<file path="config.mk">
export PLATFORM = sky130hd
export DESIGN_NAME = patch_result_tx_flat
export DESIGN_NICKNAME = d
export VERILOG_FILES = /design/src/rtl/patch_result_tx_if.sv /design/src/rtl/patch_result_tx.sv /design/src/flat_wrapper.sv
export SDC_FILE = /design/constraint.sdc
export NUM_CORES = 1
export LEC_CHECK = 0
export BUFFER_PORTS_ARGS = -buffer_cell sky130_fd_sc_hd__buf_2
export CAP_MARGIN = 15
export CORE_UTILIZATION = 60
export DETAILED_ROUTE_END_ITERATION = 8
export PLACE_DENSITY = 0.93
export SYNTH_ARGS = -nofsm -noshare
export SYNTH_HDL_FRONTEND = slang
export SYNTH_SLANG_ARGS = --single-unit
</file>
<file path="constraint.sdc">
create_clock -name bus_clk -period 4.11 [get_ports bus_clk]
set_input_delay 0.822 -clock bus_clk [delete_from_list [all_inputs] [get_ports bus_clk]]
set_output_delay 0.822 -clock bus_clk [all_outputs]
set_load 0.01 [all_outputs]
</file>
<file path="src/rtl/patch_result_tx_if.sv">
// Patch-result TX link: reducer record handshake plus the
// FPGA-to-PC FIFO write port, grouped for one port connection.
interface patch_result_tx_if #(
  parameter int XB_SIZE      = 32,
  parameter int FP_SIZE      = 32,
  parameter int N_FRAME_SIZE = 20,
  parameter int N_PATCH_SIZE = 20
);
  logic                    in_valid;
  logic                    in_rdy;
  logic                    in_eof;
  logic [N_FRAME_SIZE-1:0] in_frame;
  logic [N_PATCH_SIZE-1:0] in_num;
  logic [FP_SIZE-1:0]      in_sum;
  logic                    fpga_msg_full;
  logic                    fpga_msg_valid;
  logic [XB_SIZE-1:0]      fpga_msg;

  modport master (
    output in_valid,
    output in_eof,
    output in_frame,
    output in_num,
    output in_sum,
    output fpga_msg_full,
    input  in_rdy,
    input  fpga_msg_valid,
    input  fpga_msg
  );

  modport slave (
    input  in_valid,
    input  in_eof,
    input  in_frame,
    input  in_num,
    input  in_sum,
    input  fpga_msg_full,
    output in_rdy,
    output fpga_msg_valid,
    output fpga_msg
  );
endinterface

</file>
<file path="src/rtl/patch_result_tx.sv">
// Serializes patch results and EOF markers into tagged 32-bit
// words for the FPGA-to-PC FIFO, with message seq and result count.
module patch_result_tx #(
  parameter int XB_SIZE      = 32,
  parameter int FP_SIZE      = 32,
  parameter int N_FRAME_SIZE = 20,
  parameter int N_PATCH_SIZE = 20
) (
  input  logic             bus_clk,
  input  logic             reset_n,
  patch_result_tx_if.slave io,
  output logic             error
);

  typedef enum logic [2:0] {
    IDLE,
    RES_W0,
    RES_W1,
    RES_W2,
    EOF_W0,
    EOF_W1
  } state_t;

  state_t state_q, state_d, nxt;

  logic [9:0]              seq_q, seq_d;
  logic [9:0]              mseq_q, mseq_d;
  logic [31:0]             n_result_q, n_result_d;
  logic [N_PATCH_SIZE-1:0] num_q, num_d;
  logic [N_FRAME_SIZE-1:0] frame_q, frame_d;
  logic [XB_SIZE-1:0]      data_q, data_d;
  logic                    valid_q, valid_d;
  logic [XB_SIZE-1:0]      msg_q, msg_d;
  logic                    error_q, error_d;
  logic [XB_SIZE-1:0]      word;
  logic                    rdy;
  logic                    accept;

  assign rdy    = (state_q == IDLE) && reset_n;
  assign accept = io.in_valid && rdy;

  assign io.in_rdy         = rdy;
  assign io.fpga_msg_valid = valid_q;
  assign io.fpga_msg       = msg_q;
  assign error             = error_q;

  always_comb begin
    word = msg_q;
    nxt  = IDLE;
    unique case (state_q)
      RES_W0: begin
        word = XB_SIZE'({num_q, mseq_q, 2'b10});
        nxt  = RES_W1;
      end
      RES_W1: begin
        word = XB_SIZE'({frame_q, 12'h000});
        nxt  = RES_W2;
      end
      RES_W2: begin
        word = data_q;
        nxt  = IDLE;
      end
      EOF_W0: begin
        word = XB_SIZE'({frame_q, mseq_q, 2'b11});
        nxt  = EOF_W1;
      end
      EOF_W1: begin
        word = data_q;
        nxt  = IDLE;
      end
      default: begin
        word = msg_q;
        nxt  = IDLE;
      end
    endcase
  end

  always_comb begin
    state_d    = state_q;
    seq_d      = seq_q;
    mseq_d     = mseq_q;
    n_result_d = n_result_q;
    num_d      = num_q;
    frame_d    = frame_q;
    data_d     = data_q;
    valid_d    = 1'b0;
    msg_d      = msg_q;
    error_d    = error_q;
    if (state_q == IDLE) begin
      if (accept) begin
        mseq_d  = seq_q;
        seq_d   = seq_q + 10'd1;
        num_d   = io.in_num;
        frame_d = io.in_frame;
        if (io.in_eof) begin
          data_d     = XB_SIZE'(n_result_q);
          n_result_d = '0;
          state_d    = EOF_W0;
        end else begin
          data_d  = XB_SIZE'(io.in_sum);
          state_d = RES_W0;
          // saturate instead of wrapping; error is sticky
          if (n_result_q == '1) begin
            error_d = 1'b1;
          end else begin
            n_result_d = n_result_q + 32'd1;
          end
        end
      end
    end else if (!io.fpga_msg_full) begin
      valid_d = 1'b1;
      msg_d   = word;
      state_d = nxt;
    end
  end

  always_ff @(posedge bus_clk or negedge reset_n) begin
    if (!reset_n) begin
      state_q    <= IDLE;
      seq_q      <= '0;
      mseq_q     <= '0;
      n_result_q <= '0;
      num_q      <= '0;
      frame_q    <= '0;
      data_q     <= '0;
      valid_q    <= 1'b0;
      msg_q      <= '0;
      error_q    <= 1'b0;
    end else begin
      state_q    <= state_d;
      seq_q      <= seq_d;
      mseq_q     <= mseq_d;
      n_result_q <= n_result_d;
      num_q      <= num_d;
      frame_q    <= frame_d;
      data_q     <= data_d;
      valid_q    <= valid_d;
      msg_q      <= msg_d;
      error_q    <= error_d;
    end
  end

endmodule
</file>
<file path="src/flat_wrapper.sv">
// flat-port wrapper written by rule: the top's interface ports become plain ports
module patch_result_tx_flat 
#(
  parameter int XB_SIZE      = 32,
  parameter int FP_SIZE      = 32,
  parameter int N_FRAME_SIZE = 20,
  parameter int N_PATCH_SIZE = 20
)
  (bus_clk, reset_n, error, io_in_valid, io_in_eof, io_in_frame, io_in_num, io_in_sum, io_fpga_msg_full, io_in_rdy, io_fpga_msg_valid, io_fpga_msg);
  patch_result_tx_if #(.XB_SIZE(XB_SIZE), .FP_SIZE(FP_SIZE), .N_FRAME_SIZE(N_FRAME_SIZE), .N_PATCH_SIZE(N_PATCH_SIZE)) io_i ();
  input  logic bus_clk;
  input  logic reset_n;
  output logic error;
  input wire logic [$bits(io_i.in_valid)-1:0] io_in_valid;
  input wire logic [$bits(io_i.in_eof)-1:0] io_in_eof;
  input wire logic [$bits(io_i.in_frame)-1:0] io_in_frame;
  input wire logic [$bits(io_i.in_num)-1:0] io_in_num;
  input wire logic [$bits(io_i.in_sum)-1:0] io_in_sum;
  input wire logic [$bits(io_i.fpga_msg_full)-1:0] io_fpga_msg_full;
  output wire logic [$bits(io_i.in_rdy)-1:0] io_in_rdy;
  output wire logic [$bits(io_i.fpga_msg_valid)-1:0] io_fpga_msg_valid;
  output wire logic [$bits(io_i.fpga_msg)-1:0] io_fpga_msg;
  assign io_i.in_valid = io_in_valid;
  assign io_i.in_eof = io_in_eof;
  assign io_i.in_frame = io_in_frame;
  assign io_i.in_num = io_in_num;
  assign io_i.in_sum = io_in_sum;
  assign io_i.fpga_msg_full = io_fpga_msg_full;
  assign io_in_rdy = io_i.in_rdy;
  assign io_fpga_msg_valid = io_i.fpga_msg_valid;
  assign io_fpga_msg = io_i.fpga_msg;
  patch_result_tx #(.XB_SIZE(XB_SIZE), .FP_SIZE(FP_SIZE), .N_FRAME_SIZE(N_FRAME_SIZE), .N_PATCH_SIZE(N_PATCH_SIZE)) u_core (.bus_clk(bus_clk), .reset_n(reset_n), .io(io_i), .error(error));
endmodule
</file>
==> summary.md <==
| Metric | Value |
|---|---|
| Outcome | `finished clean` |
| RSZ-0062 raised after global routing | `no` |
| Worst hold endpoint | `u_core.num_q[15]$_DFFE_PN0P_` |
| GP Congestion | `0.850` |
| Die ar. | `13900 sq um` |
| Setup TNS | `0 ns` |
| I/O Buffers | `111` |
| Worst EP required | `4.39 ns` |
| Core ar. | `12800 sq um` |
| Drt via density | `6.19` |
| # hold bufs at CTS | `0` |
| Leakage | `4.48 nW` |
| GR Util met3 | `7.95%` |
| Global route overflow | `0` |
| R2R depth | `5` |
| Initial antenna violation count | `0` |
| Min-delay src | `u_core.num_q[15]$_DFFE_PN0P_` |
| EDFF count, synth | `0` |
| Design area | `9320 sq um` |
| Sequential area share after synthesis | `50.1%` |
| Initial core utilization | `62.7%` |
| Hold Vio Cnt, Final | `0` |
| CP startpoint kind | `flop` |
| Nets | `1048` |
| Remaining DRCs | `0` |
| Worst hold path class | `reg2reg` |
| Net count of the mapped netlist | `975` |
| Routed Antenna Nets | `0` |
| Iter 0 DRT Violations | `810` |
| Distinct cells, synth | `56` |
| Area after DPL | `8640 sq um` |
| Maximum clock rate | `364 MHz` |
| Utilization after layout | `72.7%` |
| Synth Cell Area | `8050 sq um` |
| Yosys warns | `0` |
| GRT busiest layer | `met2` |
| Antenna cell count | `0` |
| Worst slew pin tran | `0.996 ns` |
| Total GRT Usage | `31.6%` |
| CTS resizes | `0` |
| Slew Viols, Final | `0` |
| Dominant synthesized flop cell | `dfrtp_1` |
| Critical path class | `reg2reg` |
| Cell Count, Final, Fillers Out | `1154` |
| Final wirelength | `20800 um` |
| Vias in the first global route | `6842` |
| Clock latency on the worst-skew pair | `0.42 ns` |
| Layout Area Growth over Synthesis | `15.8%` |
| R2r startpoint | `u_core.n_result_q[10]$_DFFE_PN0P_` |
| Post-layout minimum cycle time | `2.75 ns` |
| Setup Fix Bufs, Post-CTS | `0` |
| Hpwl dp | `13500 um` |
| Clock sink total | `161` |
| Most frequent cells in the layout | `nand2_1 (235), dfrtp_1 (160), buf_2 (110), mux2i_1 (79), a21oi_1 (59)` |
| Critical Path AT | `3.03 ns` |
| Asr flop ratio synth | `100%` |
| Total number of vias | `7148` |
| CTS tree | `built` |
| Worst VDD drop | `400 uV` |
| Clock Path Buffers | `2` |
| RR Endpoint | `u_core.n_result_q[5]$_DFFE_PN0P_` |
| Most common cell after layout, fill and taps aside | `nand2_1` |
| Placed insts | `1121` |
| Slew headroom | `33.6%` |
| Routed len/inst | `18.0 um` |
| CTS Root Cell | `clkbuf_16` |
| Worst Clk Skew | `0.00823 ns` |
| Final period utilization | `66.8%` |
| Cell row count | `41` |
| Number of H-tree levels | `4` |
| Syn Inst Count | `896` |
| Crit Path Max Fanout | `16` |
| Share of cells above drive strength 1 | `17.5%` |
| GR met1 Demand/Resource | `42.6%` |
| P per Cell Area | `729 nW/um^2` |
| Critical Path Sink Type | `flop` |
| Die width | `118 um` |
| Mean area per synthesized cell | `8.98 sq um` |
| R2r setup slk | `1.36 ns` |
| Max Cap Viol | `0` |
| Met2 Use GR | `49.8%` |
| Synthesis-stage register bit count | `161` |
| Die height | `118 um` |
| Hold Crit Depth | `2` |
| CTS Buf Count | `17` |
| Worst-path clk slew | `0.06 ns` |
| First-pass GRT wire length | `34400 um` |
| I/O Pins | `112` |
| Largest net degree at the start of global routing | `83` |
| Setup Viol. Count Final | `0` |
| First drt pass iteration count | `5` |
power by group:
part           internal (mW)  leakage (nW)  switching, mW  total (mW)
logic                  0.901          2.19           1.42        2.32
registers               2.20          1.97          0.509        2.71
clock network           1.14         0.323          0.619        1.76
total                   4.24          4.48           2.55        6.79
worst max path at each step:
stage	from	endpoint	slack, ns	depth (start not counted)
finish	u_core.n_result_q[10]$_DFFE_PN0P_	u_core.n_result_q[5]$_DFFE_PN0P_	1.36	5
detailed placement	reset_n	u_core.n_result_q[23]$_DFFE_PN0P_	1.11	5
global route	u_core.n_result_q[10]$_DFFE_PN0P_	u_core.n_result_q[11]$_DFFE_PN0P_	1.17	5
CTS	u_core.state_q[2]$_DFFE_PN0P_	u_core.io.fpga_msg[11]$_DFFE_PN0P_	1.32	5
floorplan	reset_n	u_core.n_result_q[14]$_DFFE_PN0P_	1.63	6
global placement	reset_n	u_core.n_result_q[23]$_DFFE_PN0P_	1.26	5
area by class of cell:
cell class	instances	area, sq um
clock inverters	9	176
flip-flops and latches	161	4030
repair buffers	124	663
inverters	5	18.8
fillers	847	3510
multi-input cells	660	3730
well taps	172	215
clock buffers	23	488
per-layer routing:
layer  vias to the layer above  part of all wire [%]
met5                         -                     0
met4                         0                   2.1
met3                        44                   8.8
met2                       373                    48
met1                      3470                    41
li1                       3261                     -
synthesized netlist by cell type, drive strengths merged, types with 4 or more instances:
cell / instances / area (sq um)
nand2: 236 / 886
dfrtp: 161 / 4030
mux2i: 79 / 791
a21oi: 59 / 295
o21ai: 53 / 277
nor2: 52 / 195
clkbuf: 51 / 194
nand3: 23 / 115
o22ai: 20 / 125
buf: 19 / 93.8
nand4: 16 / 100
and3: 13 / 82.6
a22oi: 12 / 90.1
o211ai: 12 / 90.1
or3: 11 / 68.8
nor3: 10 / 55.1
xnor2: 9 / 78.8
o2bb2ai: 6 / 52.6
inv: 5 / 18.8
o311ai: 5 / 43.8
and2: 4 / 25.0
nor4: 4 / 25.0
worst max-delay path: stages, from the launching register on:
cell,delay (ns)
dfrtp_1,0.52
nand4_1,0.29
or4_4,0.61
or3_1,0.50
o21ai_4,0.49
o211ai_1,0.18
state kept, by name (all words and copies together), names as in the netlist:
name / flops
u_core.io.fpga_msg_valid: 1
u_core.seq_q: 10
u_core.data_q: 32
u_core.error: 1
u_core.mseq_q: 10
u_core.io.fpga_msg: 32
u_core.state_q: 3
u_core.n_result_q: 32
u_core.frame_q: 20
u_core.num_q: 20
logic make-up (layout without fill, tap and decap cells):
logic type / count (synthesis) / count (layout) / synth area share [%]
flip-flops: 161 / 161 / 50.1
buffers and inverters: 75 / 161 / 3.81
AND/OR/NAND/NOR: 379 / 379 / 20.4
adder cells (fa/ha/maj): 2 / 2 / 0.311
AO/OA/AOI/OAI: 189 / 189 / 14.4
multiplexers: 80 / 80 / 9.97
XOR/XNOR: 10 / 10 / 1.09
stage by stage:
| step | worst slack (ns) | total power [mW] | hold WS (ns) |
|---|---|---|---|
| 2_1_floorplan | 1.63 | 4.21 | 0.445 |
| 3_3_place_gp | 1.26 | 4.80 | 0.457 |
| 3_5_place_dp | 1.11 | 4.94 | 0.463 |
| 4_1_cts | 1.32 | 6.75 | 0.478 |
| 5_1_grt | 1.17 | 7.19 | 0.500 |
| 6_report | 1.36 | 6.79 | 0.478 |
Power figures use the tool's default switching activity.
